### src/rtl/if_stage_if.sv
`default_nettype none
// ============================================================================
// Module   : if_stage_if
// Brief    : Fetch-stage bundle: imem handshake, decode/EX controls, IF/ID regs.
// Revision : 1.0
// ============================================================================
interface if_stage_if #(
    parameter int PC_W    = 8,
    parameter int INSTR_W = 8
);
    logic               imem_req;
    logic [PC_W-1:0]    imem_addr;
    logic               imem_ready;
    logic [INSTR_W-1:0] imem_rdata;
    logic               id_stall;
    logic               redirect;
    logic [PC_W-1:0]    redirect_pc;
    logic               if_id_valid;
    logic [INSTR_W-1:0] if_id_instr;
    logic [PC_W-1:0]    if_id_pc;

    modport master (
        output imem_req, imem_addr, if_id_valid, if_id_instr, if_id_pc,
        input  imem_ready, imem_rdata, id_stall, redirect, redirect_pc
    );

    modport slave (
        input  imem_req, imem_addr, if_id_valid, if_id_instr, if_id_pc,
        output imem_ready, imem_rdata, id_stall, redirect, redirect_pc
    );
endinterface
`default_nettype wire

### src/rtl/if_stage.sv
`default_nettype none
// ============================================================================
// Module   : if_stage
// Brief    : Instruction fetch: PC, imem handshake, IF/ID register, hold buffer.
// Revision : 1.0
// ============================================================================
module if_stage #(
    parameter int                   PC_W      = 8,
    parameter int                   INSTR_W   = 8,
    parameter logic [PC_W-1:0]      RESET_PC  = '0,
    parameter logic [INSTR_W-1:0]   NOP_INSTR = '0
) (
    input  wire logic   clk,
    input  wire logic   rst_n,
    if_stage_if.master  bus
);
    localparam logic [1:0] S_IDLE = 2'd0;
    localparam logic [1:0] S_REQ  = 2'd1;
    localparam logic [1:0] S_HOLD = 2'd2;

    logic [1:0]         r_state;
    logic [PC_W-1:0]    r_pc;
    logic               r_valid;
    logic [INSTR_W-1:0] r_instr;
    logic [PC_W-1:0]    r_if_pc;
    logic [INSTR_W-1:0] r_hold_instr;
    logic [PC_W-1:0]    r_hold_pc;

    logic               w_req;
    logic               w_xfer;
    logic [PC_W-1:0]    w_pc_inc;

    // Request is decoded from state so reset drops it without a clock edge.
    assign w_req    = (r_state == S_REQ);
    assign w_xfer   = w_req & bus.imem_ready;
    assign w_pc_inc = r_pc + {{(PC_W-1){1'b0}}, 1'b1};

    assign bus.imem_req    = w_req;
    assign bus.imem_addr   = r_pc;
    assign bus.if_id_valid = r_valid;
    assign bus.if_id_instr = r_instr;
    assign bus.if_id_pc    = r_if_pc;

    always_ff @(posedge clk or negedge rst_n) begin
        if (!rst_n) begin
            r_state      <= S_IDLE;
            r_pc         <= RESET_PC;
            r_valid      <= 1'b0;
            r_instr      <= NOP_INSTR;
            r_if_pc      <= '0;
            r_hold_instr <= '0;
            r_hold_pc    <= '0;
        end else if (bus.redirect) begin
            // Any transfer completing this cycle is wrong-path and dropped.
            r_state      <= S_REQ;
            r_pc         <= bus.redirect_pc;
            r_valid      <= 1'b0;
            r_instr      <= NOP_INSTR;
            r_hold_instr <= '0;
            r_hold_pc    <= '0;
        end else begin
            case (r_state)
                S_IDLE: r_state <= S_REQ;
                S_REQ: begin
                    if (w_xfer && !bus.id_stall) begin
                        r_valid <= 1'b1;
                        r_instr <= bus.imem_rdata;
                        r_if_pc <= r_pc;
                        r_pc    <= w_pc_inc;
                    end else if (w_xfer) begin
                        r_hold_instr <= bus.imem_rdata;
                        r_hold_pc    <= r_pc;
                        r_pc         <= w_pc_inc;
                        r_state      <= S_HOLD;
                    end else if (!bus.id_stall) begin
                        r_valid <= 1'b0;
                        r_instr <= NOP_INSTR;
                    end
                end
                S_HOLD: begin
                    if (!bus.id_stall) begin
                        r_valid <= 1'b1;
                        r_instr <= r_hold_instr;
                        r_if_pc <= r_hold_pc;
                        r_state <= S_REQ;
                    end
                end
                default: r_state <= S_IDLE;
            endcase
        end
    end
endmodule
`default_nettype wire

### src/flat_wrapper.sv
// flat-port wrapper written by rule: the top's interface ports become plain ports
module if_stage_flat 
#(
    parameter int                   PC_W      = 8,
    parameter int                   INSTR_W   = 8,
    parameter logic [PC_W-1:0]      RESET_PC  = '0,
    parameter logic [INSTR_W-1:0]   NOP_INSTR = '0
)
  (clk, rst_n, bus_imem_req, bus_imem_addr, bus_if_id_valid, bus_if_id_instr, bus_if_id_pc, bus_imem_ready, bus_imem_rdata, bus_id_stall, bus_redirect, bus_redirect_pc);
  if_stage_if #(.PC_W(PC_W), .INSTR_W(INSTR_W)) bus_i ();
  input  wire logic clk;
  input  wire logic rst_n;
  output wire logic [$bits(bus_i.imem_req)-1:0] bus_imem_req;
  output wire logic [$bits(bus_i.imem_addr)-1:0] bus_imem_addr;
  output wire logic [$bits(bus_i.if_id_valid)-1:0] bus_if_id_valid;
  output wire logic [$bits(bus_i.if_id_instr)-1:0] bus_if_id_instr;
  output wire logic [$bits(bus_i.if_id_pc)-1:0] bus_if_id_pc;
  input wire logic [$bits(bus_i.imem_ready)-1:0] bus_imem_ready;
  input wire logic [$bits(bus_i.imem_rdata)-1:0] bus_imem_rdata;
  input wire logic [$bits(bus_i.id_stall)-1:0] bus_id_stall;
  input wire logic [$bits(bus_i.redirect)-1:0] bus_redirect;
  input wire logic [$bits(bus_i.redirect_pc)-1:0] bus_redirect_pc;
  assign bus_imem_req = bus_i.imem_req;
  assign bus_imem_addr = bus_i.imem_addr;
  assign bus_if_id_valid = bus_i.if_id_valid;
  assign bus_if_id_instr = bus_i.if_id_instr;
  assign bus_if_id_pc = bus_i.if_id_pc;
  assign bus_i.imem_ready = bus_imem_ready;
  assign bus_i.imem_rdata = bus_imem_rdata;
  assign bus_i.id_stall = bus_id_stall;
  assign bus_i.redirect = bus_redirect;
  assign bus_i.redirect_pc = bus_redirect_pc;
  if_stage #(.PC_W(PC_W), .INSTR_W(INSTR_W), .RESET_PC(RESET_PC), .NOP_INSTR(NOP_INSTR)) u_core (.clk(clk), .rst_n(rst_n), .bus(bus_i));
endmodule
### config.mk
export PLATFORM = sky130hd
export DESIGN_NAME = if_stage_flat
export DESIGN_NICKNAME = d
export VERILOG_FILES = /design/src/rtl/if_stage_if.sv /design/src/rtl/if_stage.sv /design/src/flat_wrapper.sv
export SDC_FILE = /design/constraint.sdc
export NUM_CORES = 1
export LEC_CHECK = 0
export CORE_MARGIN = 4
export CORE_UTILIZATION = 40
export CTS_BUF_LIST = sky130_fd_sc_hd__clkbuf_4
export DETAILED_ROUTE_END_ITERATION = 12
export PLACE_DENSITY = 0.77
export SKIP_LAST_GASP = 1
export SLEW_MARGIN = 5
export SYNTH_ARGS = -nofsm -noshare
export SYNTH_HDL_FRONTEND = slang
export SYNTH_SLANG_ARGS = --single-unit
### constraint.sdc
create_clock -name clk -period 4.8 [get_ports clk]
set_clock_uncertainty 0.05 [all_clocks]
set_input_delay 0.48 -clock clk [delete_from_list [all_inputs] [get_ports clk]]
set_output_delay 0.48 -clock clk [all_outputs]
set_load 0.05 [all_outputs]
==> summary.txt <==
Status
  • Run status: finished, final reports clean

STA
  • RSZ-0062 raised after global routing: no
  • Peak Freq: 331 MHz
  • Worst-Margin Slew: 1.07 ns
  • Final setup viols: 0
  • Hold Vio Cnt, Final: 0
  • Rel. slew slack: 28.6%
  • Final worst-path cycle share: 63.0%
  • Max Slew Vio Count: 0
  • Minimum clock period after layout: 3.02 ns
  • Final setup TNS: 0 ns

Power and ir drop
  • Clock power frac: 19.2%
  • Pint: 590 uW
  • Psw: 354 uW
  • Power per cell area: 365 nW/um^2
  • Static Leak: 0.00108 uW
  • Sw frac: 37.5%
  • Sequential Power Share: 46.5%
  • Peak VDD IR: 0.000264 V
  • Combinational power share: 34.3%

Clocking
  • Inserted Clock Buffers: 5
  • H-Tree Depth: 2
  • CTS Hold Bufs: 0
  • Clk root buf: clkbuf_4
  • Post-CTS Repair Setup Buffers: 0
  • Worst-case clock buffer depth: 2
  • Clk pin slew, worst setup/hold paths: 0.13 ns
  • Clock sink count: 43
  • Worst-Skew Late Latency: 0.35 ns
  • # resized after CTS: 0
  • CTS tree: done

Route
  • Final ANT Viol Nets: 0
  • 1st-pass router iterations: 4
  • Via count: 1585
  • Final wirelength: 4590 um
  • DRT iter0 DRCs: 133
  • DRC: 0
  • Routed WL per cell: 15.9 um
  • Drt via density: 5.48

Cells and area
  • Commonest non-fill, non-tap cells in the layout: clkdlybuf4s50_1, dfrtp_1, nand2_1, a22o_1, mux2_2
  • # diodes: 0
  • Fill count: 446
  • Most common cell after layout, fill and taps aside: clkdlybuf4s50_1
  • Fin area: 2580 sq um
  • Nets: 243
  • Area of the multi-input gates: 866 sq um
  • Synth-to-Final Area Change: 26.5%
  • Share of layout cells above drive strength 1: 13.1%
  • Register Area: 1080 sq um

Yosys
  • Avg Inst Size Synth: 11.4 sq um
  • Yosys cell types: 35
  • Synth Register Bits: 43
  • Mapped Cells: 179
  • Seq/Total Area, Yosys: 52.7%
  • Yosys warning count: 0
  • Mapped cell area: 2040 sq um
  • Post-Syn Nets: 201

Die
  • Die area: 6310 sq um
  • Core ar.: 4850 sq um
  • I/O pins: 47
  • Die width: 79.5 um
  • Die Y: 79.5 um
  • Initial Util: 42.1%
  • Placement row count: 25

Critical path
  • Delay of the slowest critical-path stage: 0.94 ns
  • CP Class: flop to output port
  • Crit path cell chain: nor2b_1 -> clkdlybuf4s50_1
  • WP buf/inv: 1
  • Critical path required time: 4.27 ns
  • Startpoint Class: flop
  • Crit-path slowest cell: clkdlybuf4s50_1
  • Largest delay share family, worst path: buffers and inverters
  • Crit Path Max Fanout: 11
  • Element type at the critical path end: output port
  • CP Data Arrival Time: 2.49 ns

Place
  • Dpl hpwl: 3120 um
  • Placed cell area: 2530 sq um
  • GP Congestion: 0.816
  • Port Buffers: 46

Global route
  • Largest net degree at the start of global routing: 44
  • Global-route wire length before repair: 7760 um
  • Total global-route track usage: 15.6%
  • Vias in the first global route: 1601
  • Total gr overflow: 0
  • Antenna violations before repair: 0

Min path
  • HP Class: primary input to async pin

Flow run
  • # Max-Cap Violations: 0
-- flip-flops by register name, summed over array words and instances (netlist names) --
signal and count:
u_core.r_state 2, u_core.r_hold_instr 8, u_core.bus.if_id_instr 8, u_core.bus.if_id_pc 8, u_core.bus.if_id_valid 1, u_core.r_hold_pc 8
u_core.bus.imem_addr 8
-- worst register-to-register path, delay by kind of cell (launching register included) --
| kind | cells | cell delay (ns) |
|---|---|---|
| AOI/OAI and AO/OA | 1 | 0.67 |
| and+or+nand+nor | 1 | 0.62 |
| DFF | 1 | 0.51 |
| muxes | 1 | 0.40 |
-- per-layer routing --
metal | share of wire [%] | vias to the layer above | global-route usage [%]
met4 | 1.5 | 0 | 5.15
met2 | 46 | 58 | 23.9
met5 | 0 | - | 0
li1 | - | 752 | -
met3 | 5.7 | 7 | 3.61
met1 | 47 | 768 | 21.9
-- cell type report --
type,instances,area share (%)
inverter,10,1.45
tap,67,3.24
clock buffer,6,1.74
sequential,43,41.6
multi-input combinational,114,33.5
timing repair buffer,47,17.9
clock inverter,2,0.484
-- Yosys cell counts --
| library cell | number | area share [%] |
|---|---|---|
| mux2_2 | 15 | 8.3 |
| buf_2 | 5 | 1.2 |
| o211ai_1 | 3 | 1.1 |
| clkinv_1 | 1 | 0.18 |
| a221oi_1 | 9 | 3.9 |
| nand2_1 | 18 | 3.3 |
| or4_1 | 5 | 1.8 |
| nand4b_1 | 1 | 0.43 |
| or3b_2 | 1 | 0.43 |
| nor3b_1 | 1 | 0.37 |
| o21ai_1 | 1 | 0.24 |
| o21ai_0 | 5 | 1.2 |
| o221a_2 | 1 | 0.55 |
| a22o_1 | 16 | 6.9 |
| a31oi_1 | 2 | 0.61 |
| nor2b_1 | 3 | 0.92 |
| ha_1 | 1 | 0.61 |
| clkbuf_1 | 4 | 0.74 |
| nand3_1 | 6 | 1.5 |
| nand2b_1 | 2 | 0.61 |
| xor2_1 | 2 | 0.86 |
| buf_1 | 1 | 0.18 |
| nand4_1 | 1 | 0.31 |
| mux2i_1 | 1 | 0.49 |
| a21oi_1 | 4 | 0.98 |
| o31ai_1 | 1 | 0.37 |
| a211oi_4 | 1 | 0.98 |
| nor2_1 | 4 | 0.74 |
| buf_4 | 1 | 0.37 |
| buf_6 | 1 | 0.55 |
| mux2_1 | 1 | 0.55 |
| inv_1 | 9 | 1.7 |
| dfrtp_1 | 43 | 53 |
| o2bb2ai_1 | 8 | 3.4 |
| nand3b_4 | 1 | 0.98 |
-- power groups by stage --
| stage | clock network, uW | registers, uW | logic, uW |
|---|---|---|---|
| 5_1_grt | 206 | 447 | 345 |
| 3_5_place_dp | 0 | 446 | 326 |
| 3_3_place_gp | 0 | 445 | 322 |
| 4_1_cts | 186 | 439 | 327 |
| 2_1_floorplan | 0 | 561 | 92.1 |
| 6_report | 181 | 439 | 324 |
-- per-stage QoR --
step	hold slack, ns	utilization [%]	std cells	setup slack, ns	total power [uW]
3_3_place_gp	0.437	52.1	281	1.96	767
2_1_floorplan	0.134	-	179	3.07	653
5_1_grt	0.266	53.3	289	1.58	998
6_report	0.202	53.3	289	1.78	944
4_1_cts	0.237	53.3	289	1.74	952
3_5_place_dp	0.441	52.1	281	1.85	771
-- cell families after synthesis --
group | synth area share [%]
flip-flops | 52.7
multiplexers | 9.31
AND/OR/NAND/NOR | 11.4
AO/OA/AOI/OAI | 20.2
XOR/XNOR | 0.858
adder cells (fa/ha/maj) | 0.613
buffers and inverters | 4.90
-- final timing paths --
| path | cells past startpoint | to | start | slack [ns] |
|---|---|---|---|---|
| worst min-delay path | 1 | u_core.bus.if_id_pc[3] | rst_n | 0.20 |
| worst min register to register | 1 | u_core.bus.if_id_pc[0] | u_core.bus.if_id_pc[0] | 0.47 |
| max in group asynchronous | 1 | u_core.bus.imem_addr[7] | rst_n | 3.89 |
| worst max register to register | 3 | u_core.bus.if_id_pc[5] | u_core.r_state[0] | 2.44 |
| min in group clk | 1 | u_core.bus.if_id_pc[0] | u_core.bus.if_id_pc[0] | 0.47 |
| worst max-delay path | 2 | bus_imem_req | u_core.r_state[0] | 1.78 |
(Power assumes the default switching activity.)
